`config.mk`:
```
export PLATFORM = sky130hd
export DESIGN_NAME = counter_sequence_ctrl
export DESIGN_NICKNAME = d
export VERILOG_FILES = /design/src/rtl/counter_sequence_ctrl.sv
export SDC_FILE = /design/constraint.sdc
export NUM_CORES = 1
export LEC_CHECK = 0
export ABC_AREA = 1
export CAP_MARGIN = 0
export CORE_MARGIN = 2
export CORE_UTILIZATION = 45
export CTS_CLUSTER_SIZE = 24
export DETAILED_ROUTE_END_ITERATION = 6
export GPL_ROUTABILITY_DRIVEN = 1
export MAX_ROUTING_LAYER = met4
export PLACE_DENSITY = 0.64
export SYNTH_ARGS = -nofsm -noshare
export SYNTH_HDL_FRONTEND = slang
export SYNTH_SLANG_ARGS = --single-unit
export TNS_END_PERCENT = 10
```
`constraint.sdc`:
```
create_clock -name C -period 3.9 [get_ports C]
set_clock_uncertainty 0.05 [all_clocks]
set_input_delay 0.585 -clock C [delete_from_list [all_inputs] [get_ports C]]
set_output_delay 0.585 -clock C [all_outputs]
set_load 0.02 [all_outputs]
```
`src/rtl/counter_sequence_ctrl.sv`:
```
`default_nettype none
// ============================================================================
// Module   : counter_sequence_ctrl
// Brief    : Prescaled 4-bit interval counter with start/stop/pause control,
//            one-shot or periodic operation and a one-cycle DONE per interval.
// Revision : 1.0 - initial release
// ============================================================================
module counter_sequence_ctrl #(
    parameter int WIDTH = 4,
    parameter int PRE_W = 8
) (
    input  logic             C,
    input  logic             CLR,
    input  logic             START,
    input  logic             STOP,
    input  logic             PAUSE,
    input  logic             MODE,
    input  logic [WIDTH-1:0] TC,
    input  logic [PRE_W-1:0] PRESCALE,
    output logic [WIDTH-1:0] Q,
    output logic             TICK,
    output logic             BUSY,
    output logic             DONE
);

    typedef enum logic [1:0] {
        S_IDLE = 2'd0,
        S_RUN  = 2'd1,
        S_HOLD = 2'd2
    } state_t;

    localparam logic [WIDTH-1:0] c_q_zero = '0;
    localparam logic [WIDTH-1:0] c_q_one  = {{(WIDTH-1){1'b0}}, 1'b1};
    localparam logic [PRE_W-1:0] c_p_zero = '0;
    localparam logic [PRE_W-1:0] c_p_one  = {{(PRE_W-1){1'b0}}, 1'b1};

    state_t             r_state;
    logic [WIDTH-1:0]   r_q;
    logic [PRE_W-1:0]   r_pcnt;
    logic [WIDTH-1:0]   r_tc_l;
    logic [PRE_W-1:0]   r_pre_l;
    logic               r_mode_l;
    logic               r_tick;
    logic               r_done;

    state_t             w_state_nxt;
    logic [WIDTH-1:0]   w_q_nxt;
    logic [PRE_W-1:0]   w_pcnt_nxt;
    logic [WIDTH-1:0]   w_tc_nxt;
    logic [PRE_W-1:0]   w_pre_nxt;
    logic               w_mode_nxt;
    logic               w_tick_nxt;
    logic               w_done_nxt;
    logic               w_tick_evt;
    logic               w_terminal;

    assign w_tick_evt = (r_pcnt == r_pre_l);
    assign w_terminal = (r_q == r_tc_l);

    always_ff @(posedge C or posedge CLR) begin
        if (CLR) begin
            r_state  <= S_IDLE;
            r_q      <= c_q_zero;
            r_pcnt   <= c_p_zero;
            r_tc_l   <= c_q_zero;
            r_pre_l  <= c_p_zero;
            r_mode_l <= 1'b0;
            r_tick   <= 1'b0;
            r_done   <= 1'b0;
        end else begin
            r_state  <= w_state_nxt;
            r_q      <= w_q_nxt;
            r_pcnt   <= w_pcnt_nxt;
            r_tc_l   <= w_tc_nxt;
            r_pre_l  <= w_pre_nxt;
            r_mode_l <= w_mode_nxt;
            r_tick   <= w_tick_nxt;
            r_done   <= w_done_nxt;
        end
    end

    always_comb begin
        w_state_nxt = r_state;
        w_q_nxt     = r_q;
        w_pcnt_nxt  = r_pcnt;
        w_tc_nxt    = r_tc_l;
        w_pre_nxt   = r_pre_l;
        w_mode_nxt  = r_mode_l;
        w_tick_nxt  = 1'b0;
        w_done_nxt  = 1'b0;

        case (r_state)
            S_IDLE: begin
                if (START && !STOP) begin
                    w_state_nxt = S_RUN;
                    w_q_nxt     = c_q_zero;
                    w_pcnt_nxt  = c_p_zero;
                    w_tc_nxt    = TC;
                    w_pre_nxt   = PRESCALE;
                    w_mode_nxt  = MODE;
                end
            end

            // HOLD with PAUSE low counts in the same cycle it resumes, so a
            // pause of N cycles stretches the interval by exactly N.
            S_RUN, S_HOLD: begin
                if (STOP) begin
                    w_state_nxt = S_IDLE;
                end else if (START) begin
                    w_state_nxt = S_RUN;
                    w_q_nxt     = c_q_zero;
                    w_pcnt_nxt  = c_p_zero;
                    w_tc_nxt    = TC;
                    w_pre_nxt   = PRESCALE;
                    w_mode_nxt  = MODE;
                end else if (PAUSE) begin
                    w_state_nxt = S_HOLD;
                end else begin
                    w_state_nxt = S_RUN;
                    if (!w_tick_evt) begin
                        w_pcnt_nxt = r_pcnt + c_p_one;
                    end else begin
                        w_pcnt_nxt = c_p_zero;
                        w_tick_nxt = 1'b1;
                        if (!w_terminal) begin
                            w_q_nxt = r_q + c_q_one;
                        end else begin
                            w_done_nxt = 1'b1;
                            if (r_mode_l) begin
                                w_q_nxt = c_q_zero;
                            end else begin
                                w_state_nxt = S_IDLE;
                            end
                        end
                    end
                end
            end

            default: begin
                w_state_nxt = S_IDLE;
            end
        endcase
    end

    assign Q    = r_q;
    assign TICK = r_tick;
    assign DONE = r_done;
    assign BUSY = (r_state == S_RUN) || (r_state == S_HOLD);

endmodule
`default_nettype wire

```
Yosys cells after proc, flatten, opt, wreduce, memory -nomap -nowiden:

Index checks and enable logic that the tools add are counted.

* magnitude comparators: 0
* reductions and logical operators: 9
* equality and inequality tests: 10
* $add $sub $neg: 2
* muxes and demuxes: 45
* shift operators: 0
* multiply operators: 0
* bitwise gates (word level): 0
* div/mod/pow operators: 0

Operator list (count)
* $mux W8: 8
* $mux W4: 10
* $pmux W8 S2: 2
* $mux W1: 17
* $pmux W4 S2: 2
* $add A8 B1 Y8 const B: 1
* $eq A8 B8 Y1: 1
* $mux W2: 4
* $reduce_and A4 Y1: 2
* $ne A2 B2 Y1 const B: 3
* $ne A3 B3 Y1 const B: 2
* $reduce_and A6 Y1: 1
* $add A4 B1 Y4 const B: 1
* $eq A4 B4 Y1: 1
* $ne A4 B4 Y1 const B: 1
* $pmux W2 S2: 1
* $eq A2 B1 Y1 const B: 1
* $eq A2 B2 Y1 const B: 1
* $logic_not A2 Y1: 1
* $pmux W1 S2: 1
* $reduce_bool A2 Y1: 1
* $reduce_or A2 Y1: 1
* $logic_and A1 B1 Y1: 1
* $logic_not A1 Y1: 1
* $logic_or A1 B1 Y1: 1

* latch bits: 0
* logic and storage cells: 74
* flip-flop bits (word level): 29
* bits in read-only memories: 0
* output and inout port bits: 7
* bits of input ports: 18
* memory bits (writable): 0
* memories: 0

Logic depth before layout (Yosys ltp):

Gate-level depths: netlist of the first run.

* depth in word-level cells: 7
* gate-level depth with buffers: 13
* gate-level depth less buffers: 13

Worst setup path before layout of the first run:

No wires, ideal clock.

* path kind: register to register
* start: register r_state[0]
* end: register r_pcnt[6]
* path buffers: 0
* stages on the path, launching flop included: 12
* clock period less this slack: 1875 ps
* setup time: 118 ps
* data required time: 3732 ps
* arrival: 1706 ps
* setup slack: 2025 ps
* path through: dfrtp_1 inv_1 ha_1 inv_2 nor2_4 nand2_1 nand2_4 nor2_8 nand4_2 nor2_2 xor2_1 nor2_1

* cells in the longest elaborated chain, start to end: 4
* elaborated cells between the ends (all ways): 10
* those cells by class: eq/ne: 5; mux: 1; reduce/logical: 4

RTL lines
* start, declared: RTL line 37 `state_t r_state;`
* start signal, assigned: RTL line 71 `r_state <= w_state_nxt;`
* $eq A2 B1 Y1 / $eq A2 B2 Y1 (equally long branches): RTL line 92 `case (r_state)`
* $reduce_or A2 Y1: RTL line 92
* $ne A3 B3 Y1 (no line), or another cell as far along
* $reduce_and A4 Y1 (no line)
* end signal, assigned: RTL line 64 `r_pcnt <= c_p_zero;`
* end signal, assigned: RTL line 73 `r_pcnt <= w_pcnt_nxt;`
* end, declared: RTL line 39 `logic [PRE_W-1:0] r_pcnt;`

Parallel ways exist; a longest one is shown, timed or not.
A chain may end at the register's enable or synchronous reset.

Worst setup path after layout of the first run:

* start: register r_state[0]
* end: register r_mode_l

* cells in the longest elaborated chain, start to end: 4
* elaborated cells between the ends (all ways): 10
* those cells by class: eq/ne: 5; mux: 1; reduce/logical: 4

RTL lines
* $eq A2 B1 Y1 / $eq A2 B2 Y1 (equally long branches): RTL line 92
* $reduce_or A2 Y1: RTL line 92
* $ne A2 B2 Y1 (no line) / $reduce_bool A2 Y1 (equally long branches)
* $reduce_and A4 Y1 (no line)
* end signal, assigned: RTL line 76 `r_mode_l <= w_mode_nxt;`
* end, declared: RTL line 42 `logic r_mode_l;`

Parallel ways exist; a longest one is shown, timed or not.

==> results of run 1 <==
synthesized netlist by cell type (all sizes together):
| library cell | count |
|---|---|
| clkbuf | 2 |
| o211ai | 1 |
| mux2 | 2 |
| nor4 | 2 |
| o21ai | 6 |
| a21oi | 13 |
| dfrtp | 29 |
| nor3 | 3 |
| nand2 | 61 |
| o22ai | 1 |
| o21bai | 1 |
| ha | 4 |
| inv | 37 |
| a31oi | 1 |
| nand3 | 6 |
| nor2 | 35 |
| xor2 | 7 |
| nand4 | 2 |
state kept, by name (all words and copies together), names as in the netlist:
register	count
r_pre_l	8
r_tc_l	4
DONE	1
r_state	2
TICK	1
r_pcnt	8
r_mode_l	1
Q	4
per-layer routing:
metal	wire, um	vias up
met5	0	-
met1	1630	620
li1	-	719
met3	116	6
met2	1500	19
met4	61	0
worst max-delay path, cell delays in order, from the launching register on:
cell and delay (ns):
dfrtp_1 0.39, inv_1 0.06, ha_1 0.34, o211ai_1 0.84
buf_4 0.32, mux2_2 0.35
cells by family after synthesis:
logic type	count (synthesis)
AND/OR/NAND/NOR	109
buffers and inverters	39
flip-flops	29
AO/OA/AOI/OAI	23
XOR/XNOR	7
adder cells (fa/ha/maj)	4
multiplexers	2
where the power goes:
part | total [mW] | switching [mW] | internal, mW | leakage [nW]
Combinational | 0.529 | 0.325 | 0.204 | 0.615
Clock | 0.182 | 0.113 | 0.0685 | 0.0320
Sequential | 0.462 | 0.0696 | 0.393 | 0.361
Total | 1.17 | 0.508 | 0.665 | 1.01
path summary, 6_finish.rpt:
| path | startpoint | depth (start not counted) | end |
|---|---|---|---|
| setup / recovery | r_state[0]$_DFFE_PP0N_ | 5 | r_mode_l$_DFFE_PP0P_ |
| hold / removal | r_state[0]$_DFFE_PP0N_ | 2 | r_state[0]$_DFFE_PP0N_ |
| setup reg to reg | r_state[0]$_DFFE_PP0N_ | 5 | r_mode_l$_DFFE_PP0P_ |
| hold reg to reg | r_state[0]$_DFFE_PP0N_ | 2 | r_state[0]$_DFFE_PP0N_ |
| max in group asynchronous | CLR | 2 | Q[0]$_DFFE_PP0P_ |
| min in group asynchronous | CLR | 2 | r_pcnt[6]$_DFFE_PP0P_ |
layout make-up:
type	count	area [um2]	share of cell area
Sequential cell	29	726	0.365
Timing Repair Buffer	25	248	0.124
Tap cell	46	57.6	0.0289
Multi-Input combinational cell	145	769	0.387
Clock buffer	6	41.3	0.0207
Inverter	37	139	0.0698
Clock inverter	2	10.0	0.00503
==> flow_summary.yaml, run 1 <==
clock_tree:
  root_buffer: "clkbuf_4"
  ctsHoldBuffers: 0
  clk_pin_slew_ns: 0.10
  cts_max_level: 2
  post-cts-setup-buffers: 0
  cts_buffers: 5
  cts.sinks: 29
  cts_tree: "done"
  clock_latency_ns: 0.34
  cts_resized: 0
  cts.path.max_buffers: 2
floorplanning:
  start_util: 0.481
  core_region_area_mm2: 0.00342
  fp-row-count: 21
  dieArea_mm2: 0.00415
  die_w_um: 64.4
  fp.dieH_um: 64.4
  pin_count: 25
setup_path:
  critPathRequiredTime_ns: 4.07
  path_max_fanout: 13
  worstPathArrival_ns: 2.64
  cp-start-kind: "flop"
  worstSetupPathType: "flop to flop"
  regToRegSetupSlack_ns: 1.43
  end_kind: "flop"
final_layout:
  final_cell_mix: "57 x nand2_1, 34 x inv_1, 31 x nor2_1"
  fillers: 333
  final_common_cell: "nand2_1"
  layout.cells.non_filler: 290
  fin_nets: 265
  n_antenna_cell: 0
  area_growth_pct: 21.3
  utilization: 0.583
  fin_area_mm2: 0.00199
  drive_above_1_share: 0.107
grt:
  gr-total-overflow: 0
  grt_max_degree: 30
  grt.busiest_layer: "met2"
  met2_usage: 0.279
  antenna_found_initial: 0
  track_usage: 0.193
  grt_use_met1: 0.256
  grt_pass1_wl_um: 5900
  grt_pass1_vias: 1292
  met3_usage: 0.0528
logic_synthesis:
  synth_cell_types: 29
  synthCells: 213
  synthAdderAreaFrac: 0.0305
  syn-cell-area_mm2: 0.00164
  synth-compound-area-share: 0.0907
  yosysSeqAreaShare: 0.442
  syn_nets: 235
  syn_avg_cell_area_um2: 7.71
  synth_top_family_by_area: "simple AND/OR/NAND/NOR gates"
  synth_top_cell_by_area: "dfrtp_1"
  ys_ff_latch: 29
  ys_warn_count: 0
  muxShareOfSynthArea: 0.0137
  synthSimpleGateAreaFrac: 0.296
  synth-xor-area-share: 0.0373
  synth_top_area_frac: 0.442
  ys_top_cells_by_area: "dfrtp_1 44%, nand2_1 13%, inv_1 7.8%"
sta:
  slew_viol_final: 0
  fin_setup_tns_ns: 0
  period_minus_slack_ns: 2.47
  setup_viol: 0
  fin_ws_ns: 1.43
  final.period_utilization: 0.633
  maxSlewHeadroom: 0.268
  worst_slew_pin_slew_ns: 1.10
  rsz0062_at_grt: "no"
  hold_viol: 0
  fmax_mhz: 405
  fin_hold_ws_ns: 0.489
routing:
  vias: 1364
  wl_per_cell_um: 11.4
  first_pass_iters: 4
  final_antenna_net_count: 0
  avgViaCountPerCell: 4.70
  first_iter_violations: 60
  wl_um: 3310
  drc: 0
placement:
  placed_cells: 282
  placed_cell_area_mm2: 0.00194
  io_buffers: 24
  place_congestion: 0.899
  dpl.hpwl_um: 2490
  pre_cts_ws_ns: 1.35
pwr:
  irDropWorstVdd_uv: 343
  powerDensity_mw_per_mm2: 589
  p_leak_nw: 1.01
  power_mw: 1.17
min_path:
  hold_path.class: "flop to flop"
job:
  max-cap-violations: 0
status:
  outcome: "completed"
(Power assumes the default switching activity.)
==> run 2: changes to the inputs <==
==> constraint.sdc (replaced) <==
create_clock -name C -period 2.4 [get_ports C]
set_clock_uncertainty 0.05 [all_clocks]
set_input_delay 0.36 -clock C [delete_from_list [all_inputs] [get_ports C]]
set_output_delay 0.36 -clock C [all_outputs]
set_load 0.02 [all_outputs]
==> flow_summary.yaml, run 2 (synthesis results as in run 1) <==
clock_tree:
  cts.sinks: 29
  root_buffer: "clkbuf_4"
  cts.path.max_buffers: 2
  post-cts-setup-buffers: 0
  cts_max_level: 2
  cts_tree: "done"
  ctsHoldBuffers: 0
  clk_pin_slew_ns: 0.09
  cts_buffers: 5
  clock_latency_ns: 0.33
  cts_resized: 0
sta:
  final.period_utilization: 0.884
  period_minus_slack_ns: 2.12
  hold_viol: 0
  setup_viol: 0
  rsz0062_at_grt: "no"
  maxSlewHeadroom: 0.691
  fin_ws_ns: 0.278
  slew_viol_final: 0
  fmax_mhz: 471
  worst_slew_pin_slew_ns: 0.462
  fin_setup_tns_ns: 0
job:
  max-cap-violations: 0
final_layout:
  layout.cells.non_filler: 291
  drive_above_1_share: 0.110
  final_cell_mix: "57 x nand2_1, 34 x inv_1, 31 x nor2_1"
  area_growth_pct: 22.4
  fin_area_mm2: 0.00201
  final_common_cell: "nand2_1"
  n_antenna_cell: 0
  fin_nets: 267
  top_regs: "r_pcnt x8, r_pre_l x8"
grt:
  track_usage: 0.183
  grt_max_degree: 30
  gr-total-overflow: 0
  grt_pass1_vias: 1370
  grt_pass1_wl_um: 5640
  antenna_found_initial: 0
routing:
  vias: 1383
  drc: 0
  first_iter_violations: 58
  first_pass_iters: 4
  wl_um: 3210
  wl_per_cell_um: 11.0
  avgViaCountPerCell: 4.75
  final_antenna_net_count: 0
setup_path:
  end_kind: "primary output"
  cp_num_buf_inv: 2
  worstPathArrival_ns: 1.71
  path_max_fanout: 3
  critical-path-slowest-cell: "clkdlybuf4s50_1"
  worstSetupPathType: "flop to primary output"
  cpPeakStageDelay_ns: 0.61
  crit_chain: "inv_1, ha_1, clkdlybuf4s50_1"
  critPathRequiredTime_ns: 1.99
  critPathTopFamily: "buffers and inverters"
  cp-start-kind: "flop"
floorplanning:
  core_region_area_mm2: 0.00342
  die_w_um: 64.4
  pin_count: 25
  fp.dieH_um: 64.4
  dieArea_mm2: 0.00415
  fp-row-count: 21
  start_util: 0.481
pwr:
  irDropWorstVdd_uv: 413
  powerDensity_mw_per_mm2: 950
  p_leak_nw: 1.02
  power_mw: 1.91
placement:
  io_buffers: 24
  dpl.hpwl_um: 2410
  placed_cells: 284
  pre_cts_ws_ns: 0.343
  place_congestion: 0.845
  placed_cell_area_mm2: 0.00195
min_path:
  hold_path.class: "primary input to async pin"
status:
  outcome: "completed"
==> run 2: cell types whose count changed in the layout (fill, tap and decap cells not counted) <==
cell and delta:
clkbuf_8 +1, buf_4 +2, clkinv_2 -2
==> run 2: final timing paths <==
path	start	end	slack [ns]	depth (start not counted)
hold reg to reg	r_tc_l[0]$_DFFE_PP0P_	r_tc_l[0]$_DFFE_PP0P_	0.49	2
hold / removal	CLR	r_tc_l[1]$_DFFE_PP0P_	0.34	3
setup / recovery	r_state[0]$_DFFE_PP0N_	BUSY	0.28	3
setup reg to reg	r_state[0]$_DFFE_PP0N_	Q[2]$_DFFE_PP0P_	0.47	11
min in group C	r_tc_l[0]$_DFFE_PP0P_	r_tc_l[0]$_DFFE_PP0P_	0.49	2
max in group asynchronous	CLR	r_pcnt[4]$_DFFE_PP0P_	1.68	3
==> run 2: final cells by class <==
class,instances,area (um2)
fill,329,1410
multi-input combinational,145,769
sequential,29,726
timing repair buffer,27,263
inverter,37,139
tap,46,57.6
clock buffer,7,55.1
==> run 2: layer usage <==
layer,global-route usage,vias up,part of all wire
met1,0.221,619,0.48
met5,-,-,0
met4,0.0904,0,0.026
met3,0.0423,9,0.040
li1,-,721,-
met2,0.288,34,0.45
==> run 2: worst register-to-register path, cell delays in order, from the launching register on <==
cell,delay [ns]
dfrtp_1,0.39
inv_1,0.05
ha_1,0.33
inv_2,0.13
nor2_4,0.08
nand2_1,0.13
nand2_4,0.09
nor2_8,0.13
nand2_2,0.11
a21oi_4,0.20
nand2_1,0.08
o21ai_0,0.08
==> run 2: stage by stage <==
stage / utilization / hold slack, ns
after floorplan: - / 0.388
after global placement: 0.572 / 0.445
after detailed placement: 0.572 / 0.477
after CTS: 0.588 / 0.347
after global routing: 0.588 / 0.398
final: 0.588 / 0.339
==> run 2: report_power, final <==
part / leakage, nW / internal (mW) / switching, mW / total (mW)
sequential: 0.361 / 0.638 / 0.116 / 0.754
clock: 0.0314 / 0.138 / 0.169 / 0.307
combinational: 0.624 / 0.335 / 0.513 / 0.848
total: 1.02 / 1.11 / 0.798 / 1.91
==> run 3: changes to the inputs <==
--- a/config.mk
+++ b/config.mk
@@ -6,14 +6,15 @@
 export NUM_CORES = 1
 export LEC_CHECK = 0
 export ABC_AREA = 1
-export CAP_MARGIN = 0
+export CAP_MARGIN = 20
 export CORE_MARGIN = 2
-export CORE_UTILIZATION = 45
+export CORE_UTILIZATION = 53
 export CTS_CLUSTER_SIZE = 24
 export DETAILED_ROUTE_END_ITERATION = 6
 export GPL_ROUTABILITY_DRIVEN = 1
+export GPL_TIMING_DRIVEN = 0
 export MAX_ROUTING_LAYER = met4
-export PLACE_DENSITY = 0.64
+export PLACE_DENSITY = 0.75
 export SYNTH_ARGS = -nofsm -noshare
 export SYNTH_HDL_FRONTEND = slang
 export SYNTH_SLANG_ARGS = --single-unit
==> flow_summary.yaml, run 3 (synthesis results as in run 1) <==
clock_tree:
  cts_resized: 0
  post-cts-setup-buffers: 0
  cts_max_level: 2
  clock_latency_ns: 0.34
  cts_buffers: 5
  ctsHoldBuffers: 0
  cts_tree: "done"
  clk_pin_slew_ns: 0.11
  root_buffer: "clkbuf_4"
  cts.path.max_buffers: 2
  cts.sinks: 29
placement:
  place_congestion: 0.774
  placed_cell_area_mm2: 0.00192
  dpl.hpwl_um: 2320
  io_buffers: 24
setup_path:
  rr_startpoint: "r_state[0]$_DFFE_PP0N_"
  r2r_cells: 6
  critPathRequiredTime_ns: 2.61
  worstPathArrival_ns: 2.32
  worstSetupPathType: "flop to flop"
  cp-start-kind: "flop"
  crit_chain: "inv_1, ha_1, o211ai_1, clkbuf_1, nor2_1, a21oi_1"
  cpPeakStageDelay_ns: 0.53
  path_max_fanout: 10
  crit_end: "r_pre_l[1]$_DFFE_PP0P_"
  rr_endpoint: "r_pre_l[1]$_DFFE_PP0P_"
  regToRegSetupSlack_ns: 0.29
  end_kind: "flop"
  critical-path-slowest-cell: "o211ai_1"
  crit_start: "r_state[0]$_DFFE_PP0N_"
routing:
  first_pass_iters: 4
  wl_um: 3110
  vias: 1362
  final_antenna_net_count: 0
  wl_per_cell_um: 11.2
  top_layer: "met4"
  first_iter_violations: 58
  drc: 0
  wl_met1_um: 1500
  route.met3.wl_um: 112
  avgViaCountPerCell: 4.88
  wl_met2_um: 1460
pwr:
  intPower_mw: 1.19
  powerDensity_mw_per_mm2: 988
  switchingPower_mw: 0.808
  pwr-share-seq: 0.375
  power_mw: 2.00
  p_clk_frac: 0.203
  combPwrFrac: 0.421
  p_leak_nw: 1.02
  irDropWorstVdd_uv: 518
  netSwitchingFraction: 0.405
grt:
  gr-total-overflow: 0
  track_usage: 0.214
  grt_max_degree: 30
  antenna_found_initial: 0
  grt_pass1_vias: 1234
  grt_pass1_wl_um: 5440
floorplanning:
  fp-row-count: 20
  dieArea_mm2: 0.00356
  die_w_um: 59.7
  fp.dieH_um: 59.7
  start_util: 0.547
  core_region_area_mm2: 0.00300
  pin_count: 25
final_layout:
  final_cell_mix: "57 x nand2_1, 34 x inv_1, 31 x nor2_1"
  final_common_cell: "nand2_1"
  fin_area_mm2: 0.00202
  top_regs: "r_pcnt x8, r_pre_l x8"
  fin_nets: 267
  n_antenna_cell: 0
  drive_above_1_share: 0.110
  area_growth_pct: 23.2
  utilization: 0.673
  fillers: 255
sta:
  hold_viol: 0
  final.period_utilization: 0.877
  period_minus_slack_ns: 2.11
  maxSlewHeadroom: 0.593
  setup_viol: 0
  fin_setup_tns_ns: 0
  rsz0062_at_grt: "no"
  slew_viol_final: 0
  worst_slew_pin_slew_ns: 0.607
  fin_hold_ws_ns: 0.316
  fmax_mhz: 475
job:
  max-cap-violations: 0
status:
  outcome: "completed"
min_path:
  hold_path.class: "primary input to async pin"
## run 3: power groups by stage
stage                     registers (mW)  clock network [mW]  logic (mW)
after floorplan                    0.748                   0       0.640
after global placement             0.756                   0       0.835
after detailed placement           0.760                   0       0.846
after CTS                          0.750               0.414       0.850
after global routing               0.772               0.438       0.958
final                              0.749               0.406       0.841
## run 3: worst min-delay path by stage
stage,startpoint,to,slack (ns),cells past startpoint
floorplan,CLR,DONE$_DFF_PP0_,0.39,1
global route,CLR,Q[1]$_DFFE_PP0P_,0.35,2
CTS,r_state[0]$_DFFE_PP0N_,r_state[0]$_DFFE_PP0N_,0.48,2
finish,CLR,r_pre_l[7]$_DFFE_PP0P_,0.32,2
global placement,r_state[0]$_DFFE_PP0N_,r_state[0]$_DFFE_PP0N_,0.46,2
detailed placement,r_state[0]$_DFFE_PP0N_,r_state[0]$_DFFE_PP0N_,0.46,2
## run 3: area by class of cell
class | count | area [um2] | area share
multi-input cells | 145 | 769 | 0.381
flip-flops and latches | 29 | 726 | 0.359
repair buffers | 25 | 255 | 0.126
inverters | 37 | 139 | 0.0687
clock inverters | 3 | 46.3 | 0.0229
well taps | 33 | 41.3 | 0.0204
clock buffers | 5 | 37.5 | 0.0186
plain buffers | 2 | 7.51 | 0.00371
## run 3: routing by layer
layer	up-vias	GRT usage
met1	610	0.280
li1	723	-
met2	25	0.320
met5	-	-
met3	4	0.0584
met4	0	0.0762
## run 3: worst max-delay path: cells and delay by family (launching register included)
kind | cells | cell delay, ns
compound gates | 2 | 0.65
flops | 1 | 0.38
fa+ha+maj | 1 | 0.33
buf+inv | 2 | 0.53
simple gates | 1 | 0.09
## run 3: through the flow
step / setup WS [ns] / std cells
2_1_floorplan: 0.525 / 213
3_3_place_gp: 0.244 / 270
3_5_place_dp: 0.221 / 270
4_1_cts: 0.245 / 278
5_1_grt: 0.0730 / 279
6_report: 0.294 / 279
